### src/rtl/alu_wb_stage_pkg.sv
// ============================================================================
// Module      : simple_processor_pkg
// Description : Shared widths, writeback entry type and skid-buffer state enum.
// Revision    : 1.0 - initial release
// ============================================================================
`default_nettype none

package simple_processor_pkg;

  localparam int DATA_WIDTH     = 32;
  localparam int REG_ADDR_WIDTH = 5;

  typedef struct packed {
    logic [DATA_WIDTH-1:0]     data;
    logic [REG_ADDR_WIDTH-1:0] rd;
  } wb_entry_t;

  typedef enum logic [1:0] {
    EMPTY = 2'd0,
    ONE   = 2'd1,
    FULL  = 2'd2
  } wb_state_e;

endpackage

`default_nettype wire

### src/rtl/alu_wb_stage_if.sv
// ============================================================================
// Module      : alu_wb_stage_if
// Description : Execute handshake, register-file write and forwarding bundle.
// Revision    : 1.0 - initial release
// ============================================================================
`default_nettype none

interface alu_wb_stage_if;
  import simple_processor_pkg::*;

  logic                      ex_valid_i;
  logic                      ex_ready_o;
  logic [DATA_WIDTH-1:0]     ex_result_i;
  logic [REG_ADDR_WIDTH-1:0] ex_rd_addr_i;
  logic                      ex_rd_we_i;
  logic                      flush_i;
  logic                      rf_wr_en_o;
  logic                      rf_wr_ready_i;
  logic [REG_ADDR_WIDTH-1:0] rf_wr_addr_o;
  logic [DATA_WIDTH-1:0]     rf_wr_data_o;
  logic                      fwd_valid_o;
  logic [REG_ADDR_WIDTH-1:0] fwd_addr_o;
  logic [DATA_WIDTH-1:0]     fwd_data_o;
  logic                      busy_o;

  // Execute unit and register file side
  modport master (
    output ex_valid_i, ex_result_i, ex_rd_addr_i, ex_rd_we_i, flush_i, rf_wr_ready_i,
    input  ex_ready_o, rf_wr_en_o, rf_wr_addr_o, rf_wr_data_o,
    input  fwd_valid_o, fwd_addr_o, fwd_data_o, busy_o
  );

  // Writeback stage side
  modport slave (
    input  ex_valid_i, ex_result_i, ex_rd_addr_i, ex_rd_we_i, flush_i, rf_wr_ready_i,
    output ex_ready_o, rf_wr_en_o, rf_wr_addr_o, rf_wr_data_o,
    output fwd_valid_o, fwd_addr_o, fwd_data_o, busy_o
  );

endinterface

`default_nettype wire

### src/rtl/alu_wb_stage_skid_fifo.sv
// ============================================================================
// Module      : wb_skid_fifo
// Description : Two-entry in-order writeback buffer with push/pop/flush,
//               occupancy state, head read and youngest-entry read.
// Revision    : 1.0 - initial release
// ============================================================================
`default_nettype none

module wb_skid_fifo
  import simple_processor_pkg::*;
(
  input  wire        clk_i,
  input  wire        arst_ni,
  input  wire        push_i,
  input  wb_entry_t  push_entry_i,
  input  wire        pop_i,
  input  wire        flush_i,
  output wb_state_e  state_o,
  output wb_entry_t  head_o,
  output wb_entry_t  youngest_o
);

  wb_state_e state_q, state_d;
  logic      wr_ptr_q, wr_ptr_d;
  logic      rd_ptr_q, rd_ptr_d;
  wb_entry_t mem_q [2];
  wb_entry_t mem_d [2];
  logic      do_push, do_pop;

  assign do_push = push_i && (state_q != FULL);
  assign do_pop  = pop_i  && (state_q != EMPTY);

  always_comb begin
    state_d  = state_q;
    wr_ptr_d = wr_ptr_q;
    rd_ptr_d = rd_ptr_q;
    mem_d    = mem_q;
    if (flush_i) begin
      state_d  = EMPTY;
      wr_ptr_d = 1'b0;
      rd_ptr_d = 1'b0;
    end else begin
      if (do_push) begin
        mem_d[wr_ptr_q] = push_entry_i;
        wr_ptr_d        = ~wr_ptr_q;
      end
      if (do_pop) begin
        rd_ptr_d = ~rd_ptr_q;
      end
      case (state_q)
        EMPTY:   if (do_push) state_d = ONE;
        ONE: begin
          if (do_push && !do_pop)      state_d = FULL;
          else if (do_pop && !do_push) state_d = EMPTY;
        end
        FULL:    if (do_pop) state_d = ONE;
        default: state_d = EMPTY;
      endcase
    end
  end

  always_ff @(posedge clk_i or negedge arst_ni) begin
    if (!arst_ni) begin
      state_q  <= EMPTY;
      wr_ptr_q <= 1'b0;
      rd_ptr_q <= 1'b0;
      mem_q    <= '{default: '0};
    end else begin
      state_q  <= state_d;
      wr_ptr_q <= wr_ptr_d;
      rd_ptr_q <= rd_ptr_d;
      mem_q    <= mem_d;
    end
  end

  assign state_o    = state_q;
  assign head_o     = mem_q[rd_ptr_q];
  // Youngest entry sits one slot behind the write pointer
  assign youngest_o = mem_q[~wr_ptr_q];

endmodule

`default_nettype wire

### src/rtl/alu_wb_stage.sv
// ============================================================================
// Module      : alu_wb_stage
// Description : Execute-to-writeback stage: filters execute results, buffers
//               them in a 2-entry skid FIFO, drains to the register file and
//               forwards the youngest buffered result.
//               Optional macro WB_PERF_CNT_EN adds write/stall counters.
// Revision    : 1.0 - initial release
// ============================================================================
`default_nettype none

module alu_wb_stage #(
  parameter int DATA_WIDTH     = simple_processor_pkg::DATA_WIDTH,
  parameter int REG_ADDR_WIDTH = simple_processor_pkg::REG_ADDR_WIDTH,
  parameter int DEPTH          = 2
) (
  input  wire                 clk_i,
  input  wire                 arst_ni,
`ifdef WB_PERF_CNT_EN
  output logic [31:0]         perf_wr_cnt_o,
  output logic [31:0]         perf_stall_cnt_o,
`endif
  alu_wb_stage_if.slave       bus
);
  import simple_processor_pkg::*;

  generate
    if (DEPTH != 2 || DATA_WIDTH != simple_processor_pkg::DATA_WIDTH ||
        REG_ADDR_WIDTH != simple_processor_pkg::REG_ADDR_WIDTH) begin : g_param_check
      $error("alu_wb_stage: DEPTH must be 2 and widths must match simple_processor_pkg");
    end
  endgenerate

  wb_state_e state;
  wb_entry_t head, youngest, push_entry;
  logic      accept, push, pop, not_empty;

  assign not_empty       = (state != EMPTY);
  assign bus.ex_ready_o  = (state != FULL);
  assign accept          = bus.ex_valid_i && bus.ex_ready_o && !bus.flush_i;
  // Results that never reach the register file are consumed here
  assign push            = accept && bus.ex_rd_we_i && (bus.ex_rd_addr_i != '0);
  assign bus.rf_wr_en_o  = not_empty && !bus.flush_i;
  assign pop             = bus.rf_wr_en_o && bus.rf_wr_ready_i;

  assign push_entry.data = bus.ex_result_i;
  assign push_entry.rd   = bus.ex_rd_addr_i;

  wb_skid_fifo u_fifo (
    .clk_i        (clk_i),
    .arst_ni      (arst_ni),
    .push_i       (push),
    .push_entry_i (push_entry),
    .pop_i        (pop),
    .flush_i      (bus.flush_i),
    .state_o      (state),
    .head_o       (head),
    .youngest_o   (youngest)
  );

  assign bus.rf_wr_addr_o = not_empty ? head.rd   : '0;
  assign bus.rf_wr_data_o = not_empty ? head.data : '0;
  assign bus.fwd_valid_o  = not_empty;
  assign bus.fwd_addr_o   = not_empty ? youngest.rd   : '0;
  assign bus.fwd_data_o   = not_empty ? youngest.data : '0;
  assign bus.busy_o       = not_empty;

`ifdef WB_PERF_CNT_EN
  logic [31:0] perf_wr_cnt_q, perf_wr_cnt_d;
  logic [31:0] perf_stall_cnt_q, perf_stall_cnt_d;

  always_comb begin
    perf_wr_cnt_d    = perf_wr_cnt_q;
    perf_stall_cnt_d = perf_stall_cnt_q;
    if (pop && perf_wr_cnt_q != '1)
      perf_wr_cnt_d = perf_wr_cnt_q + 32'd1;
    if (bus.rf_wr_en_o && !bus.rf_wr_ready_i && perf_stall_cnt_q != '1)
      perf_stall_cnt_d = perf_stall_cnt_q + 32'd1;
  end

  always_ff @(posedge clk_i or negedge arst_ni) begin
    if (!arst_ni) begin
      perf_wr_cnt_q    <= '0;
      perf_stall_cnt_q <= '0;
    end else begin
      perf_wr_cnt_q    <= perf_wr_cnt_d;
      perf_stall_cnt_q <= perf_stall_cnt_d;
    end
  end

  assign perf_wr_cnt_o    = perf_wr_cnt_q;
  assign perf_stall_cnt_o = perf_stall_cnt_q;
`endif

endmodule

`default_nettype wire

### src/flat_wrapper.sv
// flat-port wrapper written by rule: the top's interface ports become plain ports
module alu_wb_stage_flat import simple_processor_pkg::*;
#(
  parameter int DATA_WIDTH     = simple_processor_pkg::DATA_WIDTH,
  parameter int REG_ADDR_WIDTH = simple_processor_pkg::REG_ADDR_WIDTH,
  parameter int DEPTH          = 2
)
  (clk_i, arst_ni, bus_ex_valid_i, bus_ex_result_i, bus_ex_rd_addr_i, bus_ex_rd_we_i, bus_flush_i, bus_rf_wr_ready_i, bus_ex_ready_o, bus_rf_wr_en_o, bus_rf_wr_addr_o, bus_rf_wr_data_o, bus_fwd_valid_o, bus_fwd_addr_o, bus_fwd_data_o, bus_busy_o);
  alu_wb_stage_if bus_i ();
  input  wire clk_i;
  input  wire arst_ni;
  input wire logic [$bits(bus_i.ex_valid_i)-1:0] bus_ex_valid_i;
  input wire logic [$bits(bus_i.ex_result_i)-1:0] bus_ex_result_i;
  input wire logic [$bits(bus_i.ex_rd_addr_i)-1:0] bus_ex_rd_addr_i;
  input wire logic [$bits(bus_i.ex_rd_we_i)-1:0] bus_ex_rd_we_i;
  input wire logic [$bits(bus_i.flush_i)-1:0] bus_flush_i;
  input wire logic [$bits(bus_i.rf_wr_ready_i)-1:0] bus_rf_wr_ready_i;
  output wire logic [$bits(bus_i.ex_ready_o)-1:0] bus_ex_ready_o;
  output wire logic [$bits(bus_i.rf_wr_en_o)-1:0] bus_rf_wr_en_o;
  output wire logic [$bits(bus_i.rf_wr_addr_o)-1:0] bus_rf_wr_addr_o;
  output wire logic [$bits(bus_i.rf_wr_data_o)-1:0] bus_rf_wr_data_o;
  output wire logic [$bits(bus_i.fwd_valid_o)-1:0] bus_fwd_valid_o;
  output wire logic [$bits(bus_i.fwd_addr_o)-1:0] bus_fwd_addr_o;
  output wire logic [$bits(bus_i.fwd_data_o)-1:0] bus_fwd_data_o;
  output wire logic [$bits(bus_i.busy_o)-1:0] bus_busy_o;
  assign bus_i.ex_valid_i = bus_ex_valid_i;
  assign bus_i.ex_result_i = bus_ex_result_i;
  assign bus_i.ex_rd_addr_i = bus_ex_rd_addr_i;
  assign bus_i.ex_rd_we_i = bus_ex_rd_we_i;
  assign bus_i.flush_i = bus_flush_i;
  assign bus_i.rf_wr_ready_i = bus_rf_wr_ready_i;
  assign bus_ex_ready_o = bus_i.ex_ready_o;
  assign bus_rf_wr_en_o = bus_i.rf_wr_en_o;
  assign bus_rf_wr_addr_o = bus_i.rf_wr_addr_o;
  assign bus_rf_wr_data_o = bus_i.rf_wr_data_o;
  assign bus_fwd_valid_o = bus_i.fwd_valid_o;
  assign bus_fwd_addr_o = bus_i.fwd_addr_o;
  assign bus_fwd_data_o = bus_i.fwd_data_o;
  assign bus_busy_o = bus_i.busy_o;
  alu_wb_stage #(.DATA_WIDTH(DATA_WIDTH), .REG_ADDR_WIDTH(REG_ADDR_WIDTH), .DEPTH(DEPTH)) u_core (.clk_i(clk_i), .arst_ni(arst_ni), .bus(bus_i));
endmodule
### config.mk
export PLATFORM = sky130hd
export DESIGN_NAME = alu_wb_stage_flat
export DESIGN_NICKNAME = d
export VERILOG_FILES = /design/src/rtl/alu_wb_stage_pkg.sv /design/src/rtl/alu_wb_stage_if.sv /design/src/rtl/alu_wb_stage_skid_fifo.sv /design/src/rtl/alu_wb_stage.sv /design/src/flat_wrapper.sv
export SDC_FILE = /design/constraint.sdc
export NUM_CORES = 1
export LEC_CHECK = 0
export ABC_CLOCK_PERIOD_IN_PS = 2350
export CAP_MARGIN = 20
export CORE_UTILIZATION = 48
export DETAILED_ROUTE_END_ITERATION = 7
export PLACE_DENSITY_LB_ADDON = 0.05
export REMOVE_ABC_BUFFERS = 1
export SETUP_SLACK_MARGIN = 0.05
export SLEW_MARGIN = 10
export SYNTH_ARGS = -nofsm -noshare
export SYNTH_HDL_FRONTEND = slang
export SYNTH_SLANG_ARGS = --single-unit
### constraint.sdc
create_clock -name clk_i -period 2.35 [get_ports clk_i]
set_clock_uncertainty 0.05 [all_clocks]
set_input_delay 0.705 -clock clk_i [delete_from_list [all_inputs] [get_ports clk_i]]
set_output_delay 0.705 -clock clk_i [all_outputs]
set_load 0.1 [all_outputs]
==> flow_metrics.tcl, run 1 <==
set metrics [dict create \
    antenna_found_initial 1 \
    rows 33 \
    violations "setup timing" \
    cts_buffer_depth 2 \
    fp.dieH_um 95.98 \
    seq_area_frac_synth 0.4604 \
    crit_required_ns 1.59 \
    cp.arrival_ns 1.86 \
    critPathCapture "bus_fwd_data_o[8]" \
    fin_ws_ns -0.2653 \
    setup_violations 82 \
    final_cells 605 \
    synthFlopType "dfrtp_1" \
    vias 3741 \
    postRouteAntennaNets 0 \
    start_util 0.5057 \
    core_um2 8382 \
    async_flop_share 1.000 \
    cts_tree "built" \
    dp.cells 563 \
    worstPathCellList "clkbuf_16, mux2i_1, nor2_2, buf_12" \
    ir_drop_uv 510.8 \
    wl_per_cell_um 29.72 \
    synth_cells 345 \
    ioPinCount 121 \
    grtUsageMet2 0.4887 \
    worstSetupStartpointType "register" \
    avgSynthCellArea_um2 12.29 \
    met1_usage 0.3448 \
    port_buffers 120 \
    cts_buffers 9 \
    htree_levels 3 \
    grt_max_degree 79 \
    die_w_um 95.98 \
    leakagePower_nw 3.101 \
    synthSimpleGateAreaFrac 0.08884 \
    crit_cells 4 \
    drc 0 \
    fin_crit_sh 1.113 \
    reg2reg_depth 6 \
    first_global_vias 3532 \
    finalHoldViolations 0 \
    viasPerCell 6.183 \
    synthMuxAreaShare 0.3979 \
    fillers 297 \
    total_power_mw 5.534 \
    crit_start "u_core.u_fifo.wr_ptr_q$_DFFE_PN0P_" \
    r2r_slack_ns 0.12 \
    yosys_warnings 0 \
    r2r-start "u_core.u_fifo.state_o[0]$_DFFE_PN0P_" \
    dp_hpwl_um 6825 \
    status "finished, violations left" \
    grt_usage 0.2865 \
    synth_fa_ha_area_frac 0 \
    slowest_stage "dfrtp_2" \
    hold_path.class "primary input to async pin" \
    synth-seq-cells 78 \
    busiest_layer "met2" \
    slew_viol_final 0 \
    cts.sinks 78 \
    r2r_end "u_core.u_fifo.state_o[1]$_DFFE_PN0P_" \
    endpoint_kind "output pin" \
    relSlewSlack 0.6846 \
    dieArea_um2 9211 \
    synth_area_um2 4239 \
    crit_buf_inv 2 \
    synth_xor_area_frac 0.002066 \
    synthDistinctLibCells 29 \
    max_stage_delay_ns 0.56 \
    clk_pin_slew_ns 0.12 \
    cp_max_fo 12 \
    area_delta_synth_final_pct 80.31 \
    wirelength_um 17980 \
    grt_pass1_wl_um 19080 \
    finalCriticalPeriod_ns 2.615 \
    cap_violations 0 \
    final_nets 536 \
    met3_usage 0.06872 \
    drt-initial-drc-count 252 \
    max_freq_mhz 382.4 \
    gp_congestion 0.7524 \
    dr.pass1.iters 4 \
    cpLargestDelayFamily "flip-flops" \
    synth_top_family_by_area "multiplexers" \
    p_per_area_nw_per_um2 723.9 \
    path_class "register to output pin" \
    synth-compound-area-share 0.01623 \
    holdBufCountCts 0 \
    layout-drive-gt1-share 0.6506 \
    cts_root_buf "clkbuf_8" \
    clock_latency_ns 0.39 \
    synth_edf_count 0 \
    grt-ovfl-total 0 \
    rsz0062_at_grt "true" \
    worst_pin_slew_ns 0.4730 \
]
-- report_power, final --
group,switching [mW],internal (mW)
Combinational,1.01,0.959
Sequential,0.471,1.68
Clock,0.595,0.819
-- worst min-delay path by stage --
stage | to | cells past startpoint
finish | u_core.u_fifo.mem_q[38]$_DFFE_PN0P_ | 2
CTS | u_core.u_fifo.mem_q[38]$_DFFE_PN0P_ | 2
floorplan | u_core.u_fifo.mem_q[0]$_DFFE_PN0P_ | 0
detailed placement | u_core.u_fifo.mem_q[29]$_DFFE_PN0P_ | 1
global route | u_core.u_fifo.mem_q[38]$_DFFE_PN0P_ | 2
global placement | u_core.u_fifo.mem_q[29]$_DFFE_PN0P_ | 1
-- cells in the mapped netlist, types with 2 or more instances --
library cell,number,area share
dfrtp_1,78,0.46
nor2_1,77,0.068
mux2i_1,74,0.17
mux2_2,42,0.11
mux2_4,30,0.11
clkbuf_1,9,0.0080
buf_6,6,0.016
buf_1,5,0.0044
buf_2,3,0.0035
mux2_1,2,0.0053
-- cell usage in the layout (no fill, tap or decap), drive strengths merged, types with 2 or more instances in the layout --
cell	count
dlygate4sd2	5
clkdlybuf4s50	36
nor2	78
diode	2
bufinv	4
clkbuf	19
mux2i	74
clkinvlp	2
mux2	74
buf	110
dfrtp	78
-- cell families (layout without fill, tap and decap cells) --
logic type      Yosys count  count (layout)
compound gates            5               5
other cells               0               2
mux                     148             148
flops                    78              78
simple gates             88              88
xor+xnor                  1               1
buf+inv                  25             178
-- state kept, by name (all words and copies together), names as in the netlist --
register	count
u_core.u_fifo.rd_ptr_q	1
u_core.u_fifo.state_o	2
u_core.u_fifo.mem_q	74
u_core.u_fifo.wr_ptr_q	1
-- per-stage QoR --
stage          TNS [ns]  setup WS [ns]    util  hold WS [ns]  cell area, µm²
5_1_grt          -6.660        -0.2625  0.9119        0.2962            7644
3_3_place_gp     -27.36        -0.3872  0.7689        0.4469            6445
4_1_cts         -0.1349       -0.02665  0.8507        0.3229            7131
3_5_place_dp     -28.17        -0.4124  0.7689        0.4687            6445
2_1_floorplan   -246.11         -3.124       -        0.3594            4096
6_report         -5.114        -0.2653  0.9119        0.2781            7644
-- per-layer routing --
layer  vias up  wire length, µm
li1       1498                -
met1      1928             6779
met2       248             9019
met3        67             1356
met4         0              824
met5         -                0
-- worst register-to-register path, stage by stage, from the launching register on --
cell and delay (ns):
dfrtp_1 0.41, buf_4 0.16, nand2b_1 0.40, o211ai_4 0.17, buf_4 0.20, or3b_2 0.51, a211oi_1 0.25
-- what timing repair did --
action / in CTS / in global routing
buffers inserted: 6 / 3
setup endpoints to repair: 150 / 112
endpoints found under the hold margin: 0 / 0
resized for setup: 85 / 61
gates cloned: 5 / 10
pin swaps: 3 / 3
-- final cells by class --
type                    instances  area (µm²)  area share
clock inverters                 7       145.1     0.01899
multi-input cells             242        2564      0.3354
diodes                          2       5.005   0.0006548
flip-flops and latches         78        1956      0.2559
inverters                       1       7.507   0.0009822
clock buffers                   9       123.9     0.01621
repair buffers                161        2711      0.3547
well taps                     105       131.4     0.01719
(Power assumes the default switching activity.)
==> inputs of run 2 (changes only) <==
--- a/config.mk
+++ b/config.mk
@@ -7,8 +7,9 @@
 export LEC_CHECK = 0
 export ABC_CLOCK_PERIOD_IN_PS = 2350
 export CAP_MARGIN = 20
-export CORE_UTILIZATION = 48
+export CORE_UTILIZATION = 40
 export DETAILED_ROUTE_END_ITERATION = 7
+export GPL_ROUTABILITY_DRIVEN = 0
 export PLACE_DENSITY_LB_ADDON = 0.05
 export REMOVE_ABC_BUFFERS = 1
 export SETUP_SLACK_MARGIN = 0.05
==> run 2 against run 1 <==
- the run now ends clean
- power is 13% lower
- worst setup slack better by 0.30 ns
- global-route usage is 9.0 points lower
- wire length is 37% lower
- sequential share of layout area is 1.0 points higher
- largest cell class unchanged
- largest power group unchanged
==> flow_metrics.tcl, run 2 (synthesis results as in run 1) <==
set metrics [dict create \
    slew_viol_final 0 \
    crit_required_ns 1.59 \
    layout-drive-gt1-share 0.5996 \
    dp.cells 598 \
    final_nets 530 \
    vias 3210 \
    port_buffers 120 \
    die_w_um 104.9 \
    max_freq_mhz 432.7 \
    clk_pin_slew_ns 0.08 \
    tns_ns 0 \
    core_um2 10280 \
    htree_levels 3 \
    final_cells 628 \
    regMostFlops "u_core.u_fifo.mem_q" \
    wirelength_um 11270 \
    fin_crit_sh 0.9835 \
    holdBufCountCts 0 \
    cts_buffers 9 \
    met1_length_um 4795 \
    setup_violations 0 \
    num_antenna_cells 0 \
    largest_reg_flops 74 \
    cts_buffer_depth 2 \
    first_global_vias 3271 \
    cp.arrival_ns 1.56 \
    dr.max_layer_used "met4" \
    dieArea_um2 11010 \
    postRouteAntennaNets 0 \
    endpoint_kind "output pin" \
    worst_pin_slew_ns 0.5272 \
    rows 37 \
    cts_root_buf "clkbuf_8" \
    relSlewSlack 0.6485 \
    grt-ovfl-total 0 \
    drc 0 \
    ioPinCount 121 \
    cap_violations 0 \
    ir_drop_uv 361.7 \
    grt_max_degree 41 \
    place_ws_ns -0.4168 \
    fp.dieH_um 104.9 \
    antenna_found_initial 0 \
    cp_max_fo 14 \
    wl_per_cell_um 17.95 \
    path_class "register to output pin" \
    leakagePower_nw 2.953 \
    dr.pass1.iters 4 \
    met2_length_um 5879 \
    fin_ws_ns 0.03873 \
    cts.sinks 78 \
    status "finished clean" \
    finalHoldViolations 0 \
    met3_length_um 527 \
    area_delta_synth_final_pct 73.64 \
    p_per_area_nw_per_um2 655.6 \
    viasPerCell 5.111 \
    grt_usage 0.1967 \
    drt-initial-drc-count 91 \
    clock_latency_ns 0.35 \
    hold_path.class "primary input to async pin" \
    worstSetupStartpointType "register" \
    layout_commonest_cell "buf_12" \
    rsz0062_at_grt "true" \
    final_cell_mix "89 x buf_12, 74 x dfrtp_1, 55 x mux2i_1" \
    grt_pass1_wl_um 16840 \
    start_util 0.4125 \
    cts_tree "built" \
    dp_hpwl_um 7066 \
    finalCriticalPeriod_ns 2.311 \
]
==> run 2: changes by cell type in the layout (fill, tap and decap cells not counted), moves of 3 or more <==
cell	change
nor2_1	+8
buf_16	-4
nor2_4	+5
bufinv_16	-3
clkbuf_8	+3
nor2_2	-13
mux2i_2	-16
mux2i_1	+16
clkbuf_16	-6
mux2_2	+3
==> run 2: path summary, 6_finish.rpt <==
check	from	endpoint	slack [ns]	cells past startpoint
max	u_core.u_fifo.rd_ptr_q$_DFFE_PN0P_	bus_rf_wr_data_o[31]	0.04	4
max reg2reg	u_core.u_fifo.state_o[1]$_DFFE_PN0P_	u_core.u_fifo.state_o[1]$_DFFE_PN0P_	0.30	6
min in group clk_i	u_core.u_fifo.mem_q[29]$_DFFE_PN0P_	u_core.u_fifo.mem_q[29]$_DFFE_PN0P_	0.49	1
min reg2reg	u_core.u_fifo.mem_q[29]$_DFFE_PN0P_	u_core.u_fifo.mem_q[29]$_DFFE_PN0P_	0.49	1
max in group asynchronous	arst_ni	u_core.u_fifo.mem_q[63]$_DFFE_PN0P_	1.37	2
min	arst_ni	u_core.u_fifo.mem_q[72]$_DFFE_PN0P_	0.27	1
==> run 2: per-layer routing <==
layer | vias up | track usage
li1 | 1491 | -
met1 | 1632 | 0.2378
met2 | 81 | 0.3448
met3 | 6 | 0.05614
met4 | 0 | 0.04728
met5 | - | 0
==> run 2: critical path: stages (launching register included) <==
cell     delay, ns
dfrtp_2       0.45
buf_12        0.21
mux2i_2       0.29
nor2_2        0.08
buf_12        0.17
==> run 2: area by class of cell <==
class,instances,area (µm²)
Multi-Input combinational cell,242,2501
Timing Repair Buffer,155,2510
Clock buffer,12,165.2
Sequential cell,78,1957
Tap cell,136,170.2
Inverter,1,3.754
Clock inverter,4,53.80
Fill cell,756,2917
==> run 2: where the power goes <==
group | internal (mW) | total, mW | switching (mW)
Clock | 0.580 | 1.08 | 0.497
Combinational | 0.885 | 1.75 | 0.866
Sequential | 1.68 | 2.00 | 0.317
==> run 2: what timing repair did <==
item                                    4_1_cts  5_1_grt
gates cloned                                  2        4
gates resized for setup                      41       88
buffers inserted                              6        3
pin swaps                                     7        5
endpoints found under the setup margin      149       82
==> run 2: metrics by stage <==
step	total power, mW	hold slack, ns	cell area [µm²]	utilization
2_1_floorplan	2.952	0.3594	4096	-
3_3_place_gp	3.441	0.4484	6501	0.6326
3_5_place_dp	3.499	0.4689	6501	0.6326
4_1_cts	4.643	0.2772	6948	0.6760
5_1_grt	5.050	0.2919	7361	0.7162
6_report	4.826	0.2731	7361	0.7162
==> inputs of run 3 (changes only) <==
--- a/config.mk
+++ b/config.mk
@@ -7,6 +7,7 @@
 export LEC_CHECK = 0
 export ABC_CLOCK_PERIOD_IN_PS = 2350
 export CAP_MARGIN = 20
+export CORE_ASPECT_RATIO = 0.7
 export CORE_UTILIZATION = 40
 export DETAILED_ROUTE_END_ITERATION = 7
 export GPL_ROUTABILITY_DRIVEN = 0
==> run 3 against run 2 <==
- the run now ends with DRC left
- flip-flop and latch count unchanged
- cell count unchanged
- worst hold slack worse by 0.015 ns
- register-to-register slack worse by 0.04 ns
- core utilization about the same
- critical endpoint is now bus_rf_wr_data_o[14]
- largest cell class unchanged
==> flow_metrics.tcl, run 3 (synthesis results as in run 1) <==
set metrics [dict create \
    endpoint_kind "output pin" \
    relSlewSlack 0.7132 \
    r2r-start "u_core.u_fifo.state_o[1]$_DFFE_PN0P_" \
    wirelength_um 12080 \
    crit_required_ns 1.59 \
    postRouteAntennaNets 0 \
    place_ws_ns -0.4201 \
    finalCriticalPeriod_ns 2.317 \
    leakagePower_nw 3.018 \
    core_um2 10320 \
    vias 3183 \
    path_class "register to output pin" \
    max_freq_mhz 431.6 \
    cp.arrival_ns 1.56 \
    num_antenna_cells 0 \
    regMostFlops "u_core.u_fifo.mem_q" \
    fp.dieH_um 88.13 \
    area_delta_synth_final_pct 74.23 \
    fin_crit_sh 0.9860 \
    cts_buffers 9 \
    met3_usage 0.05620 \
    worstSetupStartpointType "register" \
    cpLargestDelayFamily "buffers and inverters" \
    crit_buf_inv 3 \
    critPathCapture "bus_rf_wr_data_o[14]" \
    rows 31 \
    reg2reg_depth 6 \
    worstPathCellList "nor2_4, buf_12, clkbuf_16, nor2_2, buf_12" \
    crit_start "u_core.u_fifo.state_o[1]$_DFFE_PN0P_" \
    worst_pin_slew_ns 0.4303 \
    port_buffers 120 \
    grt-ovfl-total 0 \
    r2r_end "u_core.u_fifo.state_o[1]$_DFFE_PN0P_" \
    crit_top_cell "buf_12" \
    crit_cells 5 \
    rsz0062_at_grt "true" \
    finalHoldViolations 0 \
    grt_max_degree 48 \
    ioPinCount 121 \
    dieArea_um2 11020 \
    tns_ns 0 \
    antenna_found_initial 0 \
    slowest_stage "dfrtp_2" \
    final_nets 534 \
    dr.pass1.iters 6 \
    cts_tree "built" \
    final_cell_mix "90 x buf_12, 75 x dfrtp_1, 71 x mux2i_1" \
    start_util 0.4109 \
    multi_input_area_um2 2303 \
    hold_path.class "primary input to async pin" \
    r2r_slack_ns 0.26 \
    clk_pin_slew_ns 0.06 \
    dp_hpwl_um 7038 \
    met1_usage 0.2742 \
    largest_reg_flops 74 \
    cp_max_fo 10 \
    die_w_um 125.0 \
    holdBufCountCts 0 \
    htree_levels 3 \
    drc 18 \
    grtUsageMet2 0.3200 \
    viasPerCell 5.068 \
    ir_drop_uv 366.1 \
    p_per_area_nw_per_um2 695.6 \
    busiest_layer "met2" \
    max_stage_delay_ns 0.42 \
    clock_latency_ns 0.33 \
    slew_viol_final 0 \
    setup_violations 0 \
    grt_usage 0.2026 \
    fillers 706 \
    first_global_vias 3181 \
    drt-initial-drc-count 166 \
    layout-drive-gt1-share 0.5524 \
    grt_pass1_wl_um 17000 \
    cts_buffer_depth 2 \
    cts.sinks 78 \
    cap_violations 0 \
    seq_area_um2 1956 \
    layout_commonest_cell "buf_12" \
    status "finished, violations left" \
    cts_root_buf "clkbuf_16" \
    fin_ws_ns 0.03287 \
    violations "DRC" \
    wl_per_cell_um 19.24 \
]
run 3: changes by cell type in the layout (fill, tap and decap cells not counted), sizes merged:
cell | previous run | this run
clkinv | 1 | 2
bufinv | 1 | 2
clkdlybuf4s15 | 0 | 2
clkbuf | 16 | 18
buf | 110 | 111
dlygate4sd2 | 5 | 2
run 3: worst min path at each step:
stage | depth (start not counted) | slack, ns | endpoint
floorplan | 0 | 0.36 | u_core.u_fifo.mem_q[0]$_DFFE_PN0P_
global placement | 1 | 0.45 | u_core.u_fifo.mem_q[29]$_DFFE_PN0P_
detailed placement | 1 | 0.47 | u_core.u_fifo.mem_q[60]$_DFFE_PN0P_
CTS | 1 | 0.26 | u_core.u_fifo.mem_q[59]$_DFFE_PN0P_
global route | 1 | 0.28 | u_core.u_fifo.mem_q[59]$_DFFE_PN0P_
finish | 1 | 0.26 | u_core.u_fifo.mem_q[59]$_DFFE_PN0P_
run 3: what timing repair did:
item                                    CTS  global route
setup buffers                             4             4
endpoints found under the setup margin   99           125
gates cloned                              2            12
resized for setup                        21            70
pin swaps                                 4             7
run 3: metal layers:
layer / vias to the layer above / share of wire
li1: 1493 / -
met1: 1589 / 0.47
met2: 87 / 0.45
met3: 14 / 0.064
met4: 0 / 0.013
met5: - / 0
run 3: layout make-up:
class / count / area share
Inverter: 1 / 0.0005082
Timing Repair Buffer: 159 / 0.3566
Clock buffer: 10 / 0.03236
Tap cell: 132 / 0.02236
Clock inverter: 6 / 0.01152
Sequential cell: 78 / 0.2648
Multi-Input combinational cell: 242 / 0.3119
run 3: through the flow:
stage                     instance area (µm²)  instances  hold WS, ns  utilization  power (mW)
final                                    7386        628       0.2583       0.7159       5.137
after global routing                     7386        628       0.2777       0.7159       5.358
after CTS                                6949        613       0.2637       0.6735       5.033
after detailed placement                 6486        591       0.4670       0.6287       3.498
after global placement                   6486        591       0.4467       0.6287       3.434
after floorplan                          4096        321       0.3594            -       2.952
run 3: power by group:
| group | leakage [nW] | internal, mW | switching [mW] | total (mW) |
|---|---|---|---|---|
| Sequential | 0.958 | 1.69 | 0.278 | 1.96 |
| Combinational | 1.91 | 0.832 | 0.835 | 1.67 |
| Clock | 0.154 | 0.955 | 0.551 | 1.51 |
